--- src/rtl/trg_time_stats.sv ---
// -----------------------------------------------------------------------------
// trg_time_stats
//
// Accumulates per-run statistics of trigger latencies measured by the upstream
// trigger timer. For each sample it tracks the count, minimum, maximum, sum and
// last value. A request/acknowledge snapshot port freezes a coherent copy of
// every statistic for slow-control readout.
//
// Parameters:
//   Width      width of the incoming TIME measurement
//   CntWidth   width of the measurement counter
//   SumWidth   width of the latency sum accumulator (>= Width)
//   ClrOnRead  when 1, a snapshot also clears the live statistics
//
// Ports:
//   CLK     in   system clock, shared with the trigger timer
//   RST_N   in   synchronous active-low reset
//   CLR     in   synchronous clear of the live statistics
//   STOP    in   timer STOP strobe; TIME is valid on the following cycle
//   TIME    in   timer latched measurement
//   RD_REQ  in   snapshot request (level or pulse)
//   RD_ACK  out  one-cycle snapshot acknowledge
//   N_MEAS  out  snapshot of the measurement count
//   T_MIN   out  snapshot of the minimum TIME (all-ones when N_MEAS = 0)
//   T_MAX   out  snapshot of the maximum TIME
//   T_SUM   out  snapshot of the sum of TIME values
//   T_LAST  out  snapshot of the most recent TIME
//   OVFL    out  snapshot flag: count or sum saturated
// -----------------------------------------------------------------------------
module trg_time_stats #(
    parameter int Width     = 8,
    parameter int CntWidth  = 16,
    parameter int SumWidth  = 24,
    parameter bit ClrOnRead = 1'b0
) (
    input  logic                CLK,
    input  logic                RST_N,
    input  logic                CLR,
    input  logic                STOP,
    input  logic [Width-1:0]    TIME,
    input  logic                RD_REQ,
    output logic                RD_ACK,
    output logic [CntWidth-1:0] N_MEAS,
    output logic [Width-1:0]    T_MIN,
    output logic [Width-1:0]    T_MAX,
    output logic [SumWidth-1:0] T_SUM,
    output logic [Width-1:0]    T_LAST,
    output logic                OVFL
);

    localparam logic [CntWidth-1:0] CntMax = {CntWidth{1'b1}};
    localparam logic [SumWidth-1:0] SumMax = {SumWidth{1'b1}};
    localparam logic [Width-1:0]    MinEmpty = {Width{1'b1}};

    typedef enum logic {
        IDLE = 1'b0,
        ACK  = 1'b1
    } state_t;

    state_t state_q, state_d;

    // Timer presents TIME one edge after STOP, so the strobe is delayed once.
    logic stop_d;

    // Live statistics.
    logic [CntWidth-1:0] cnt_q;
    logic [SumWidth-1:0] sum_q;
    logic [Width-1:0]    min_q;
    logic [Width-1:0]    max_q;
    logic [Width-1:0]    last_q;
    logic                ovfl_q;

    // Next-state values for the live statistics.
    logic [CntWidth-1:0] cnt_d;
    logic [SumWidth-1:0] sum_d;
    logic [Width-1:0]    min_d;
    logic [Width-1:0]    max_d;
    logic [Width-1:0]    last_d;
    logic                ovfl_d;

    logic take;      // snapshot happens on this edge
    logic clr_live;  // live statistics restart on this edge

    // Starting point for this edge: either the current live values or the
    // empty set, so a sample coinciding with a clear becomes the first sample.
    logic [CntWidth-1:0] base_cnt;
    logic [SumWidth-1:0] base_sum;
    logic [Width-1:0]    base_min;
    logic [Width-1:0]    base_max;
    logic [Width-1:0]    base_last;
    logic                base_ovfl;
    logic [SumWidth:0]   sum_ext;

    // ------------------------------------------------------------------
    // Snapshot handshake FSM: next state and snapshot strobe
    // ------------------------------------------------------------------
    // NOTE: every signal written here gets a default first, so no path through
    // the block leaves a value unassigned and no latch is inferred.
    always_comb begin
        state_d = state_q;
        take    = 1'b0;
        case (state_q)
            IDLE: begin
                if (RD_REQ) begin
                    take    = 1'b1;
                    state_d = ACK;
                end
            end
            ACK: begin
                // A held request yields a single snapshot; re-arm on low.
                if (!RD_REQ) begin
                    state_d = IDLE;
                end
            end
            default: state_d = IDLE;
        endcase
    end

    // ------------------------------------------------------------------
    // Live statistics update
    // ------------------------------------------------------------------
    always_comb begin
        clr_live = CLR || (ClrOnRead && take);

        base_cnt  = cnt_q;
        base_sum  = sum_q;
        base_min  = min_q;
        base_max  = max_q;
        base_last = last_q;
        base_ovfl = ovfl_q;
        if (clr_live) begin
            base_cnt  = '0;
            base_sum  = '0;
            base_min  = MinEmpty;
            base_max  = '0;
            base_last = '0;
            base_ovfl = 1'b0;
        end

        sum_ext = {1'b0, base_sum} + {{(SumWidth + 1 - Width){1'b0}}, TIME};

        cnt_d  = base_cnt;
        sum_d  = base_sum;
        min_d  = base_min;
        max_d  = base_max;
        last_d = base_last;
        ovfl_d = base_ovfl;
        if (stop_d) begin
            cnt_d  = (base_cnt == CntMax) ? base_cnt : base_cnt + 1'b1;
            sum_d  = sum_ext[SumWidth] ? SumMax : sum_ext[SumWidth-1:0];
            min_d  = (TIME < base_min) ? TIME : base_min;
            max_d  = (TIME > base_max) ? TIME : base_max;
            last_d = TIME;
            // Overflow flags a sample that could not be fully accounted for.
            ovfl_d = base_ovfl || (base_cnt == CntMax) || (base_sum == SumMax);
        end
    end

    // ------------------------------------------------------------------
    // Registers
    // ------------------------------------------------------------------
    // NOTE: sequential state uses non-blocking assignments so every register
    // samples pre-edge values; the snapshot below relies on that to exclude a
    // sample landing on the same edge.
    always_ff @(posedge CLK) begin
        if (!RST_N) begin
            state_q <= IDLE;
            stop_d  <= 1'b0;
            cnt_q   <= '0;
            sum_q   <= '0;
            min_q   <= MinEmpty;
            max_q   <= '0;
            last_q  <= '0;
            ovfl_q  <= 1'b0;
            RD_ACK  <= 1'b0;
            N_MEAS  <= '0;
            T_MIN   <= MinEmpty;
            T_MAX   <= '0;
            T_SUM   <= '0;
            T_LAST  <= '0;
            OVFL    <= 1'b0;
        end else begin
            state_q <= state_d;
            stop_d  <= STOP;
            cnt_q   <= cnt_d;
            sum_q   <= sum_d;
            min_q   <= min_d;
            max_q   <= max_d;
            last_q  <= last_d;
            ovfl_q  <= ovfl_d;
            RD_ACK  <= take;
            if (take) begin
                N_MEAS <= cnt_q;
                T_MIN  <= min_q;
                T_MAX  <= max_q;
                T_SUM  <= sum_q;
                T_LAST <= last_q;
                OVFL   <= ovfl_q;
            end
        end
    end

endmodule

--- config.mk ---
export PLATFORM = sky130hd
export DESIGN_NAME = trg_time_stats
export DESIGN_NICKNAME = d
export VERILOG_FILES = /design/src/rtl/trg_time_stats.sv
export SDC_FILE = /design/constraint.sdc
export NUM_CORES = 1
export LEC_CHECK = 0
export ABC_AREA = 1
export CAP_MARGIN = 20
export CORE_MARGIN = 2
export CORE_UTILIZATION = 35
export DETAILED_ROUTE_END_ITERATION = 7
export GPL_TIMING_DRIVEN = 0
export HOLD_SLACK_MARGIN = 0.15
export SLEW_MARGIN = 20
export SYNTH_ARGS = -nofsm -noshare
export SYNTH_HDL_FRONTEND = slang
export SYNTH_SLANG_ARGS = --single-unit
--- constraint.sdc ---
create_clock -name CLK -period 3.33 [get_ports CLK]
set_clock_uncertainty 0.1 [all_clocks]
set_input_delay 0.666 -clock CLK [delete_from_list [all_inputs] [get_ports CLK]]
set_output_delay 0.666 -clock CLK [all_outputs]
set_load 0.02 [all_outputs]
==> results.md, run 1 <==
* Cell area after technology mapping at 6400 um^2
* Critical Path Max Stage Delay at about 0.53 ns
* Standard-cell row count at 49
* CTS tree: built
* Number of clock buffers inserted by TritonCTS at 17
* Routed wire length at 19.6 mm
* # hold bufs at CTS at 0
* Final period utilization at 92.9%
* Largest delay share family, worst path: buffers and inverters
* Number of cells traversed by the worst hold path at 2
* Overall power consumption at about 4.1 mW
* Final count of pins violating max slew at 0
* Cell type of the slowest stage on the worst timing path: sky130_fd_sc_hd__clkdlybuf4s50_1
* Instance area after placement at 7460 um^2
* Number of input and output port buffers inserted at 77
* Pwr per Cell Area at 505 nW/um^2
* Total buffers and inverters traversed by the critical path at 7
* RSZ-0062 raised after global routing: no
* Starting DRC count in detailed routing at just under 500
* DRC violations left at 0
* Internal reg-to-reg setup slack at slightly above 1 ns
* Half-perimeter wire length after placement at 14.6 mm
* Most frequent CP cell: sky130_fd_sc_hd__nand2_1
* Final setup fails at 0
* Initial antenna violation count at 0
* Summed negative setup slack over all endpoints at 0 ns
* # placed instances at between 1k and 1.5k
* Category of the worst setup path launch point: input pin
* Highest clock rate at 0.323 GHz
* Via total after detailed routing at 6,185
* Vias/cell at 4.95
* CP Class: input pin to register
* Yosys cell types at 42
* Crit end category: register
* Slew Limit Headroom at 53.3%
* Die Y-Extent at 139 um
* Tightest hold margin at 0.359 ns
* Chain of cells forming the critical path: clkdlybuf4s50_1, inv_4, buf_4, buf_6, nand2_1, inv_1, ha_1, nand2_1, nor3_2, nand2_2, nand2_4, nand4_4, buf_6, nand3_1, nand2_1, inv_1
* Clock period minus final worst setup slack at a little over 3 ns
* 1st-pass router iterations at 5
* Number of global-route vias before repair at 5,869
* Instance count of the mapped netlist at 913
* Pin count of the biggest net entering global routing at 20
* Crit Path Max Fanout at 19
* Total I/O pin count at 79
* Reported max-cap violation count at 0
* Clock Tree Root: sky130_fd_sc_hd__clkbuf_16
* Tightest Pin Transition at 0.700 ns
* Die area at 19,400 um^2
* Sequential share of the synthesized area at 41.6%
* Number of non-filler instances in the completed layout at 1,249
* Number of routed nets with antenna violations at 0
* Data arrival time of the critical path at 3.36 ns
* Status: finished clean
* Max rail drop VDD at between 0.3 and 0.4 mV
* Ys flop type: sky130_fd_sc_hd__dfxtp_1
* Placeable core region at 18,000 um^2
* Hold violation total from the final report at 0
* Number of cells on the critical path at 16
* X dimension of the die at 139 um
* Post-Synthesis Net Count at roughly 950
* Yosys Warn Count at 0
* Starting density of the core at 35.6%
* GRT overflow at 0
* Diodes inserted at 0
* Maximum clock path buffer count at 2
* Sink count of the clock tree at around 130
* Clock slew at the register clock pins of the worst setup and hold paths at 0.06 ns
* Placer congestion estimate at 0.881
* Clk_lat worst skew at approximately 0.42 ns
* Total track usage at 20.6%
* Post-Layout Inst Area at a little over 8000 um^2
* Drt wl/cell at approximately 16 um
* Largest cells by area after synthesis: sky130_fd_sc_hd__dfxtp_1 42%, sky130_fd_sc_hd__nand2_1 9.6%, sky130_fd_sc_hd__nor2_1 9.1%
* Required time reported for the critical path endpoint at 3.60 ns
* Share of final-layout standard cells stronger than drive strength 1 at a little under 7%
* Net count reported at finish at ~1.0k
* R2R depth at 5
* Static Leak at 3.42 nW
* Number of synthesized register bits at 133
* Wire length of the first global-routing pass at 31.3 mm
* Share of Yosys cell area claimed by the top area cell type at about two fifths
* Tightest Hold Check Type: register to register
* Async SR Flop Fraction at 0%
* Cell type with the highest aggregate area in the netlist: sky130_fd_sc_hd__dfxtp_1
* Area Overhead vs Synth at 26.0%
* CTS H-tree lvls at 4
* Post-Synthesis Mean Instance Area at 7.01 um^2
* Count of flip-flops with a built-in enable after synthesis at 0
==> report_power, final <==
part | internal (mW) | switching (mW)
logic | 0.187 | 0.321
registers | 1.67 | 0.0423
clock network | 1.13 | 0.723
total | 2.99 | 1.09
==> state kept, by name, indices dropped and copies added, names as in the netlist <==
signal,count
ovfl_q,1
cnt_q,16
T_SUM,24
last_q,8
T_MAX,8
OVFL,1
N_MEAS,16
stop_d,1
T_MIN,8
min_q,8
T_LAST,8
state_q,1
RD_ACK,1
sum_q,24
max_q,8
==> area by class of cell <==
type | count | area (um^2)
plain buffers | 41 | 189
repair buffers | 77 | 771
inverters | 94 | 355
clock inverters | 13 | 133
well taps | 229 | 287
multi-input cells | 643 | 3220
fillers | 1851 | 9900
flip-flops and latches | 133 | 2660
clock buffers | 19 | 453
==> cell usage after synthesis (5+ instances only) <==
cell / number
sky130_fd_sc_hd__nand2_1: 164
sky130_fd_sc_hd__nand2_2: 9
sky130_fd_sc_hd__inv_1: 90
sky130_fd_sc_hd__clkbuf_1: 33
sky130_fd_sc_hd__a21oi_1: 59
sky130_fd_sc_hd__xnor2_1: 9
sky130_fd_sc_hd__o21ai_0: 87
sky130_fd_sc_hd__nand3_1: 70
sky130_fd_sc_hd__nand4_1: 17
sky130_fd_sc_hd__xor2_1: 5
sky130_fd_sc_hd__nor3_1: 11
sky130_fd_sc_hd__dfxtp_1: 133
sky130_fd_sc_hd__ha_1: 20
sky130_fd_sc_hd__nor2_1: 155
==> final timing paths <==
check | start | endpoint
worst max register to register | state_q | T_SUM[22]
worst min-delay path | T_MIN[6] | T_MIN[6]
worst min register to register | T_MIN[6] | T_MIN[6]
worst max-delay path | CLR | sum_q[15]
==> kinds of logic after synthesis <==
| family | after synthesis | share of synthesized area (%) |
|---|---|---|
| flops | 133 | 41.6 |
| simple gates | 449 | 31.1 |
| fa+ha+maj | 20 | 3.91 |
| buf+inv | 137 | 8.49 |
| xor+xnor | 14 | 1.92 |
| compound gates | 160 | 12.9 |
==> stage by stage <==
step           util, %  setup slack, ns
6_report          44.9            0.238
5_1_grt           44.9           0.0417
4_1_cts           44.8           0.0311
3_5_place_dp      41.5            -1.47
3_3_place_gp      41.5            -1.48
2_1_floorplan        -            0.244
==> cells in the final DEF (no fill, tap or decap), drive strengths merged, types with 5 or more instances in the layout <==
| cell type | Yosys | final |
|---|---|---|
| a21oi | 59 | 59 |
| buf | 10 | 9 |
| clkbuf | 33 | 51 |
| clkdlybuf4s50 | 0 | 77 |
| clkinv | 2 | 9 |
| dfxtp | 133 | 133 |
| ha | 20 | 20 |
| inv | 92 | 92 |
| nand2 | 174 | 174 |
| nand3 | 74 | 74 |
| nand4 | 18 | 18 |
| nor2 | 159 | 159 |
| nor3 | 13 | 13 |
| nor4 | 7 | 7 |
| o21ai | 89 | 89 |
| xnor2 | 9 | 9 |
| xor2 | 5 | 5 |
==> tightest hold or removal path, delay by kind of cell, from the launching register on <==
kind             cells  cell delay [ns]
AND/OR/NAND/NOR      2             0.10
flip-flops           1             0.32
==> what timing repair did <==
action / in CTS / in global routing
buffers inserted: 0 / 0
endpoints found under the setup margin: 55 / 20
resized for setup: 2 / 8
==> routing by layer <==
| layer | share of wire, % | track usage, % | vias to the layer above |
|---|---|---|---|
| met4 | 2.5 | 7.39 | 0 |
| met1 | 45 | 26.5 | 2839 |
| met5 | 0 | 0 | - |
| met3 | 4.5 | 3.65 | 29 |
| li1 | - | - | 3169 |
| met2 | 48 | 34.7 | 148 |
Power figures use the tool's default switching activity.
==> inputs of run 2 (changes only) <==
clock period = 3.61 ns   (was 3.33 ns; I/O delays follow)
==> run 2 against run 1 <==
  * Via count grew 0.73%
  * Highest routed layer unchanged
  * Global-route usage is the same
  * Routed wire length is essentially flat
  * Sequential power shrank 8%
  * Clock power shrank 8%
  * Final area shrank 0.31%
  * Sequential cell count is the same
  * Total power shrank 7.8%
  * Combinational power shrank 8.3%
  * Non-clock buffer count is the same
  * Worst hold slack is essentially flat
  * Clock-buffer cell count is the same
==> results.md, run 2 (same netlist as run 1, synthesis figures left out) <==
* Status: finished clean
* Setup slack after layout at 0.229 ns (-0.00874 ns)
* DRC violations left at 0 (unchanged)
* Crit Path Max Fanout at 19 (unchanged)
* Die area at 19,400 um^2 (unchanged)
* Vias/cell at 4.99 (+0.73%)
* Internal reg-to-reg setup slack at 1.32 ns (+0.30 ns)
* Clk_lat worst skew at 0.42 ns (about the same)
* Required time reported for the critical path endpoint at 3.79 ns (+0.19 ns)
* Starting DRC count in detailed routing at 439 (-10%)
* Overall power consumption at 3.76 mW (-7.8%)
* Slew Limit Headroom at 53.5% (+0.20 points)
* Final core area utilization at 44.8% (-0.14 points)
* Max rail drop VDD at 0.320 mV (-6.1%)
* Post-CTS setup buffers at 0 (unchanged)
* Static Leak at 3.40 nW (-0.37%)
* Total I/O pin count at 79 (unchanged)
* Wire length of the first global-routing pass at 31.3 mm (unchanged)
* Number of routed nets with antenna violations at 0 (unchanged)
* RSZ-0062 raised after global routing: no
* Via total after detailed routing at 6,230 (+0.73%)
* Share of final-layout standard cells stronger than drive strength 1 at 6.67% (-0.20 points)
* Crit end category: register
* Most frequent standard cell in the layout excluding fill and tap cells: sky130_fd_sc_hd__nand2_1
* Top Registers: T_SUM: 24 flops, sum_q: 24 flops
* CP Class: input pin to register
* Critical Path Max Stage Delay at 0.54 ns (about the same)
* Category of the worst setup path launch point: input pin
* Instance area after placement at 7460 um^2 (unchanged)
* Placer congestion estimate at 0.881 (unchanged)
* Placeable core region at 18,000 um^2 (unchanged)
* Area Overhead vs Synth at 25.7%
* Cell type of the slowest stage on the worst timing path: sky130_fd_sc_hd__a211oi_2
* Starting density of the core at 35.6% (unchanged)
* Number of cells traversed by the worst hold path at 2 (unchanged)
* Tightest Hold Check Type: register to register
* Hold-critical path endpoint: T_MIN[6]
* Final setup fails at 0 (unchanged)
* Highest clock rate at roughly 0.30 GHz
* Endpoint of the worst-slack reg-to-reg timing path: cnt_q[8]
* Standard-cell row count at 49 (unchanged)
* Data arrival time of the critical path at 3.56 ns (+0.20 ns)
* CTS H-tree lvls at 4 (unchanged)
* Sink count of the clock tree at 133 (unchanged)
* Largest delay share family, worst path: buffers and inverters
* Chain of cells forming the critical path: clkdlybuf4s50_1, buf_2, buf_2, nor2_1, ha_1, a211oi_2, nand2_1, nand2_1, nand3_1
* Clock period minus final worst setup slack at approximately 3.4 ns
* Reported max-cap violation count at 0 (unchanged)
* Pwr per Cell Area at 468 nW/um^2 (-7.5%)
* Pin count of the biggest net entering global routing at 20 (unchanged)
* Hold violation total from the final report at 0 (unchanged)
* Commonest non-fill, non-tap cells in the layout: 164 x sky130_fd_sc_hd__nand2_1, 155 x sky130_fd_sc_hd__nor2_1, 133 x sky130_fd_sc_hd__dfxtp_1
* Drt wl/cell at 15.7 um (about the same)
* Launch point of the worst hold path: T_MIN[6]
* Total track usage at 20.6% (unchanged)
* CTS tree: built
* Maximum clock path buffer count at 2 (unchanged)
* Number of clock buffers inserted by TritonCTS at 17 (unchanged)
* Clock slew at the register clock pins of the worst setup and hold paths at 0.06 ns (about the same)
* Net count reported at finish at 1,040 (unchanged)
* GRT overflow at 0 (unchanged)
* Clock Tree Root: sky130_fd_sc_hd__clkbuf_16
* 1st-pass router iterations at 5 (unchanged)
* # hold bufs at CTS at 0 (unchanged)
* Reg-to-Reg Start: cnt_q[0]
* Post-Layout Inst Area at 8040 um^2 (-0.31%)
* Post_cts resized at 2 (unchanged)
* Routed wire length at 19.6 mm (about the same)
* Number of input and output port buffers inserted at 77 (unchanged)
* Final period utilization at between 90 and 100%
* R2R depth at 12 (+7)
* Initial antenna violation count at 0 (unchanged)
* Tightest Pin Transition at 0.697 ns (-0.00297 ns)
* Placement-stage worst setup slack at -1.24 ns (+0.224 ns)
* Number of global-route vias before repair at 5,869 (unchanged)
* Half-perimeter wire length after placement at 14.6 mm (unchanged)
* Total buffers and inverters traversed by the critical path at 3 (-4)
* X dimension of the die at 139 um (unchanged)
* Final count of pins violating max slew at 0 (unchanged)
* Diodes inserted at 0 (unchanged)
* Die Y-Extent at 139 um (unchanged)
## run 2: cell count changes in the layout (fill, tap and decap cells not counted)
cell	change
sky130_fd_sc_hd__a211oi_4	-1
sky130_fd_sc_hd__a211oi_2	+1
sky130_fd_sc_hd__clkbuf_1	+1
sky130_fd_sc_hd__clkbuf_2	-1
sky130_fd_sc_hd__nand2_4	-1
sky130_fd_sc_hd__nand2_2	+1
sky130_fd_sc_hd__nand3_1	+1
sky130_fd_sc_hd__buf_2	+1
sky130_fd_sc_hd__nand3_2	-1
sky130_fd_sc_hd__buf_6	-1
## run 2: per-layer routing
metal	vias to the layer above	GRT usage (%)	routed length [um]
li1	3174	-	-
met1	2869	26.5	8870
met2	161	34.7	9340
met3	26	3.65	902
met4	0	7.39	450
met5	-	0	0
## run 2: how the worst max path moves through the flow
stage               slack [ns]  cells past startpoint  startpoint       end
CTS                       0.26                      9         CLR  min_q[0]
floorplan                 0.47                      9         CLR  min_q[0]
detailed placement       -1.24                     10         CLR  min_q[0]
global route              0.04                      9         CLR  min_q[1]
global placement         -1.26                     10         CLR  min_q[6]
finish                    0.23                      9         CLR  min_q[0]
## run 2: report_power, final
group	internal, mW	switching (mW)
Combinational	0.171	0.296
Sequential	1.54	0.0390
Clock	1.05	0.668
## run 2: through the flow
step,setup TNS (ns),cells,hold slack (ns)
detailed placement,-33.10,1219,0.347
CTS,0,1249,0.362
finish,0,1249,0.359
global placement,-33.09,1219,0.347
floorplan,0,913,0.300
global route,0,1249,0.383
## run 2: area by class of cell
class	instances	area, um^2
Fill cell	1854	9920
Multi-Input combinational cell	643	3200
Sequential cell	133	2660
Timing Repair Buffer	77	771
Clock buffer	19	453
Inverter	94	355
Tap cell	229	287
Buffer	41	181
Clock inverter	13	133
## run 2: tightest hold or removal path, stage by stage (launching register included)
cell	delay, ns
sky130_fd_sc_hd__dfxtp_1	0.32
sky130_fd_sc_hd__nand2_1	0.05
sky130_fd_sc_hd__nand3_1	0.05
